===== config.mk =====
export PLATFORM = sky130hd
export DESIGN_NAME = marquee_ctrl
export DESIGN_NICKNAME = d
export VERILOG_FILES = /design/src/rtl/marquee_ctrl.sv
export SDC_FILE = /design/constraint.sdc
export NUM_CORES = 1
export LEC_CHECK = 0
export CORE_ASPECT_RATIO = 0.6
export CORE_MARGIN = 2
export CORE_UTILIZATION = 37
export DETAILED_ROUTE_END_ITERATION = 7
export SLEW_MARGIN = 20
export SYNTH_ARGS = -nofsm -noshare
export SYNTH_HDL_FRONTEND = slang
export SYNTH_SLANG_ARGS = --single-unit
export TNS_END_PERCENT = 10

===== constraint.sdc =====
create_clock -name sys_clk -period 2.7 [get_ports sys_clk]
set_clock_uncertainty 0.05 [all_clocks]
set_input_delay 0.405 -clock sys_clk [delete_from_list [all_inputs] [get_ports sys_clk]]
set_output_delay 0.405 -clock sys_clk [all_outputs]
set_load 0.01 [all_outputs]

===== src/rtl/marquee_ctrl.sv =====
// Marquee controller: debounced buttons drive an EDIT/RUN/HOLD FSM that
// builds a digit sequence and gates the downstream shift enable/direction.
module marquee_ctrl #(
  parameter int N      = 32,
  parameter int WIDTH  = 4,
  parameter int DB_CNT = 1_000_000
) (
  input  logic                      sys_clk,
  input  logic                      sys_rst_n,
  input  logic                      btn_load,
  input  logic                      btn_run,
  input  logic                      btn_dir,
  input  logic                      btn_clr,
  input  logic [WIDTH-1:0]          digit,
  output logic [N-1:0]              seq,
  output logic                      enable,
  output logic                      dir,
  output logic [$clog2(N/WIDTH):0]  digit_cnt,
  output logic [1:0]                state
);

  localparam int NB    = 4;
  localparam int CNT_W = (DB_CNT > 1) ? $clog2(DB_CNT) : 1;
  localparam int DC_W  = $clog2(N/WIDTH) + 1;
  localparam logic [CNT_W-1:0] DB_LAST = CNT_W'(DB_CNT - 1);
  localparam logic [DC_W-1:0]  MAX_D   = DC_W'(N / WIDTH);

  typedef enum logic [1:0] {
    EDIT = 2'd0,
    RUN  = 2'd1,
    HOLD = 2'd2
  } state_t;

  state_t cur_state;

  // Button order in every vector: [0]=load, [1]=run, [2]=dir, [3]=clr
  logic [NB-1:0]    raw;
  logic [NB-1:0]    sync_1;
  logic [NB-1:0]    sync_2;
  logic [NB-1:0]    db_lvl;
  logic [NB-1:0]    db_prev;
  logic [NB-1:0]    armed;
  logic [NB-1:0]    pulse;
  logic [1:0]       sync_valid;
  logic [CNT_W-1:0] db_cnt [NB];

  logic load_p, run_p, dir_p, clr_p;

  assign raw    = {btn_clr, btn_dir, btn_run, btn_load};
  assign load_p = pulse[0];
  assign run_p  = pulse[1];
  assign dir_p  = pulse[2];
  assign clr_p  = pulse[3];

  // sync_valid marks when sync_2 holds a real sample rather than reset zeros.
  always_ff @(posedge sys_clk or negedge sys_rst_n) begin
    if (!sys_rst_n) begin
      sync_1     <= '0;
      sync_2     <= '0;
      sync_valid <= '0;
    end else begin
      sync_1     <= raw;
      sync_2     <= sync_1;
      sync_valid <= {sync_valid[0], 1'b1};
    end
  end

  // A button only arms once it has been seen released after reset, so a key
  // held through reset release cannot fire until it is pressed again.
  always_ff @(posedge sys_clk or negedge sys_rst_n) begin
    if (!sys_rst_n) begin
      db_lvl  <= '0;
      db_prev <= '0;
      armed   <= '0;
      pulse   <= '0;
      for (int i = 0; i < NB; i++) db_cnt[i] <= '0;
    end else begin
      db_prev <= db_lvl;
      for (int i = 0; i < NB; i++) begin
        if (sync_2[i] == db_lvl[i]) begin
          db_cnt[i] <= '0;
        end else if (db_cnt[i] == DB_LAST) begin
          db_lvl[i] <= sync_2[i];
          db_cnt[i] <= '0;
        end else begin
          db_cnt[i] <= db_cnt[i] + CNT_W'(1);
        end
        if (sync_valid[1] && !sync_2[i]) armed[i] <= 1'b1;
        pulse[i] <= db_lvl[i] & ~db_prev[i] & armed[i];
      end
    end
  end

  // Control FSM; clr beats run beats load, dir toggles independently.
  always_ff @(posedge sys_clk or negedge sys_rst_n) begin
    if (!sys_rst_n) begin
      cur_state <= EDIT;
      enable    <= 1'b0;
      dir       <= 1'b0;
      seq       <= '0;
      digit_cnt <= '0;
    end else begin
      if (dir_p) dir <= ~dir;
      if (clr_p) begin
        cur_state <= EDIT;
        enable    <= 1'b0;
        seq       <= '0;
        digit_cnt <= '0;
      end else if (run_p) begin
        case (cur_state)
          EDIT: begin
            cur_state <= RUN;
            enable    <= 1'b1;
          end
          RUN: begin
            cur_state <= HOLD;
            enable    <= 1'b0;
          end
          default: begin
            cur_state <= RUN;
            enable    <= 1'b1;
          end
        endcase
      end else if (load_p && cur_state == EDIT) begin
        seq <= {seq[N-WIDTH-1:0], digit};
        if (digit_cnt != MAX_D) digit_cnt <= digit_cnt + DC_W'(1);
      end
    end
  end

  assign state = cur_state;

endmodule

==> flow_summary_export.csv <==
group,metric,value,unit
clock_tree,root_buffer,"clkbuf_16",
floorplanning,io_pins,50,
pwr,pwr-share-clk,50.3,%
global_route,antenna_found_initial,0,
pwr,pwr-share-comb,2.6,%
synthesis,syn_nets,657,
floorplanning,initial_core_util,37.76,%
flow_run,max_cap_violations,0,
layout,layout.cells.most_common_list,"dfrtp_1 (145), nand2_1 (88), nor2_1 (68)",
pwr,peakVddDrop,0.4936,mV
timing,maxSlewHeadroom,53.80,%
timing,fmax,463.0,MHz
routing,num_vias,4796,
routing,drt_pass1_iterations,4,
floorplanning,die_area,18540,um2
setup_path,max_stage_delay,620,ps
routing,routedWlPerCell,13.97,um
timing,layout_setup_ws,540.2,ps
floorplanning,die_h,106.3,um
timing,maxSlewViolCount,0,
global_route,grt_use_met3,3.612,%
global_route,grt-ovfl-total,0,
place,post_dp_cell_area,7257,um2
global_route,busiest_layer,"met1",
outcome,status,"complete, no violations",
synthesis,ys_seq_elements,145,
setup_path,arrival,2440,ps
layout,diodes,0,
layout,drive_above_1_share,8.380,%
synthesis,synth.avg_cell_area,10.06,um2
place,hpwlAfterDp,9164,um
setup_path,cp.required,2980,ps
place,port_buffers,49,
setup_path,crit_type,"reg -> reg",
synthesis,postSynthCellCount,641,
setup_path,path_delay_family,"simple AND/OR/NAND/NOR gates",
global_route,met1_usage,22.67,%
clock_tree,cts_made_buffers,17,
global_route,grt_pass1_wl,22890,um
clock_tree,cts-resized-gates,0,
timing,fin_tns_setup,0,ps
hold_path,hold_class,"reg -> reg",
synthesis,syn_area,6450,um2
clock_tree,h-tree-depth,4,
setup_path,crit_path_end_kind,"register",
timing,holdWs,297.5,ps
routing,initialDrtViolationCount,291,
timing,fin_crit_sh,79.99,%
place,dpl_worst_slack,559.3,ps
synthesis,ys_warn_count,0,
setup_path,crit_buf_inv,0,
clock_tree,clk_pin_slew,60,ps
setup_path,crit_fanout,5,
pwr,power.density,598.5,nW/um2
layout,layout_commonest_cell,"dfrtp_1",
layout,final_nets,719,
clock_tree,tritoncts,"done",
setup_path,worstPathCellList,"ha_1, nand4_1, or4_4, or4_1, a21oi_1",
timing,worst_slew_pin_slew,693.0,ps
clock_tree,clock_sinks,145,
routing,wirelength,13270,um
layout,final_cell_area,7863,um2
synthesis,yosysUniqueCellTypes,41,
setup_path,slowest_stage,"or4_4",
global_route,grt_max_degree,76,
global_route,met2_usage,22.25,%
layout,syn_to_final_growth,21.90,%
timing,finalSetupViolations,0,
clock_tree,clock_latency,410,ps
routing,ant_nets,0,
setup_path,start_kind,"register",
pwr,power.switching,0.001016,W
floorplanning,coreArea,17080,um2
pwr,p_leak,3.191,nW
clock_tree,cts_buffer_depth,2,
floorplanning,fp-row-count,37,
pwr,swShare,21.58,%
timing,rsz0062_at_grt,"no",
global_route,grtUsageTotal,15.42,%
routing,drcViolationCount,0,
layout,post-route-util,46.03,%
timing,period_minus_slack,2160,ps
pwr,p_seq_share,47.1,%
global_route,grt_pass1_vias,4668,
routing,vias_per_cell,5.048,
place,globalplace.congestion,0.7931,
synthesis,ys_seq_area_share,56.26,%
pwr,p_int,0.003690,W
floorplanning,dieWidth,174.5,um
timing,finalHoldViolations,0,
cell usage after synthesis (all sizes together):
master,count,share of area (%)
or3,10,0.97
o31ai,13,2.0
o21ai,9,0.70
nand2,88,5.1
nand3b,2,0.23
nor4b,3,0.50
nor3b,1,0.12
or4b,2,0.31
a21oi,55,4.3
inv,26,1.5
nand3,32,2.6
ha,6,1.2
and3,8,0.78
nor3,17,1.3
a21o,4,0.47
nor2,68,4.0
and4,1,0.14
and3b,4,0.54
nor4bb,1,0.16
xor2,22,3.0
or2,3,0.29
dfrtp,145,56
or4,13,1.6
a31o,3,0.41
conb,1,0.058
and2,5,0.48
buf,6,0.64
nand4b,3,0.41
nor4,14,1.4
nand4,22,2.1
nor2b,1,0.097
xnor2,37,5.0
clkbuf,12,0.70
mux2,4,0.70
area by class of cell:
cell class,count,area [um2]
fill,1548,9220
sequential,145,3628
multi-input combinational,452,2651
timing repair buffer,61,596.8
clock buffer,19,432.9
tap,234,292.8
clock inverter,13,162.7
inverter,26,97.59
registers in the layout (all words and copies together) (netlist names), 2 cells and up:
name and cells:
db_cnt 80, seq 32, armed 4, db_lvl 4, db_prev 4, digit_cnt 4, pulse 4, sync_1 4
sync_2 4, state 2, sync_valid 2
kinds of logic after synthesis:
group           synth area share, %
flops                         56.26
mux                          0.6983
compound gates                7.856
buf+inv                       2.851
fa+ha+maj                     1.164
xor+xnor                      8.012
simple gates                  23.10
other cells                 0.05814
power by group through the flow:
| stage | clock, W | combinational, W | sequential (W) |
|---|---|---|---|
| after CTS | 0.00244 | 0.000126 | 0.00222 |
| after global routing | 0.00254 | 0.000140 | 0.00222 |
| after floorplan | 0 | 0.0000469 | 0.00225 |
| after global placement | 0 | 0.000121 | 0.00226 |
| after detailed placement | 0 | 0.000124 | 0.00226 |
| final | 0.00237 | 0.000120 | 0.00222 |
path summary, 6_finish.rpt:
path | startpoint | to | slack (ps) | cells after the start
max in group asynchronous | sys_rst_n | db_cnt[34]$_DFF_PN0_ | 1280 | 3
min in group asynchronous | sys_rst_n | db_cnt[38]$_DFF_PN0_ | 520 | 2
worst max register to register | db_cnt[0]$_DFF_PN0_ | db_cnt[18]$_DFF_PN0_ | 540 | 5
worst min-delay path | sync_1[1]$_DFF_PN0_ | sync_2[1]$_DFF_PN0_ | 300 | 0
worst min register to register | sync_1[1]$_DFF_PN0_ | sync_2[1]$_DFF_PN0_ | 300 | 0
worst max-delay path | db_cnt[0]$_DFF_PN0_ | db_cnt[18]$_DFF_PN0_ | 540 | 5
through the flow:
step	total power, W	std cells
floorplan	0.002299	641
finish	0.004706	950
global placement	0.002376	917
CTS	0.004781	950
detailed placement	0.002382	917
global route	0.004898	950
metal layers:
metal | wire length [um] | share of wire [%] | up-vias
li1 | - | - | 2341
met1 | 6945 | 52 | 2346
met2 | 5605 | 42 | 103
met3 | 638 | 4.8 | 6
met4 | 78 | 0.59 | 0
met5 | 0 | 0 | -
repair_timing:
item                       CTS  global route
setup endpoints to repair    0             0
hold endpoints to repair    19             0
buffers inserted             0             0
hold buffers                 1             0
Power figures use the tool's default switching activity.
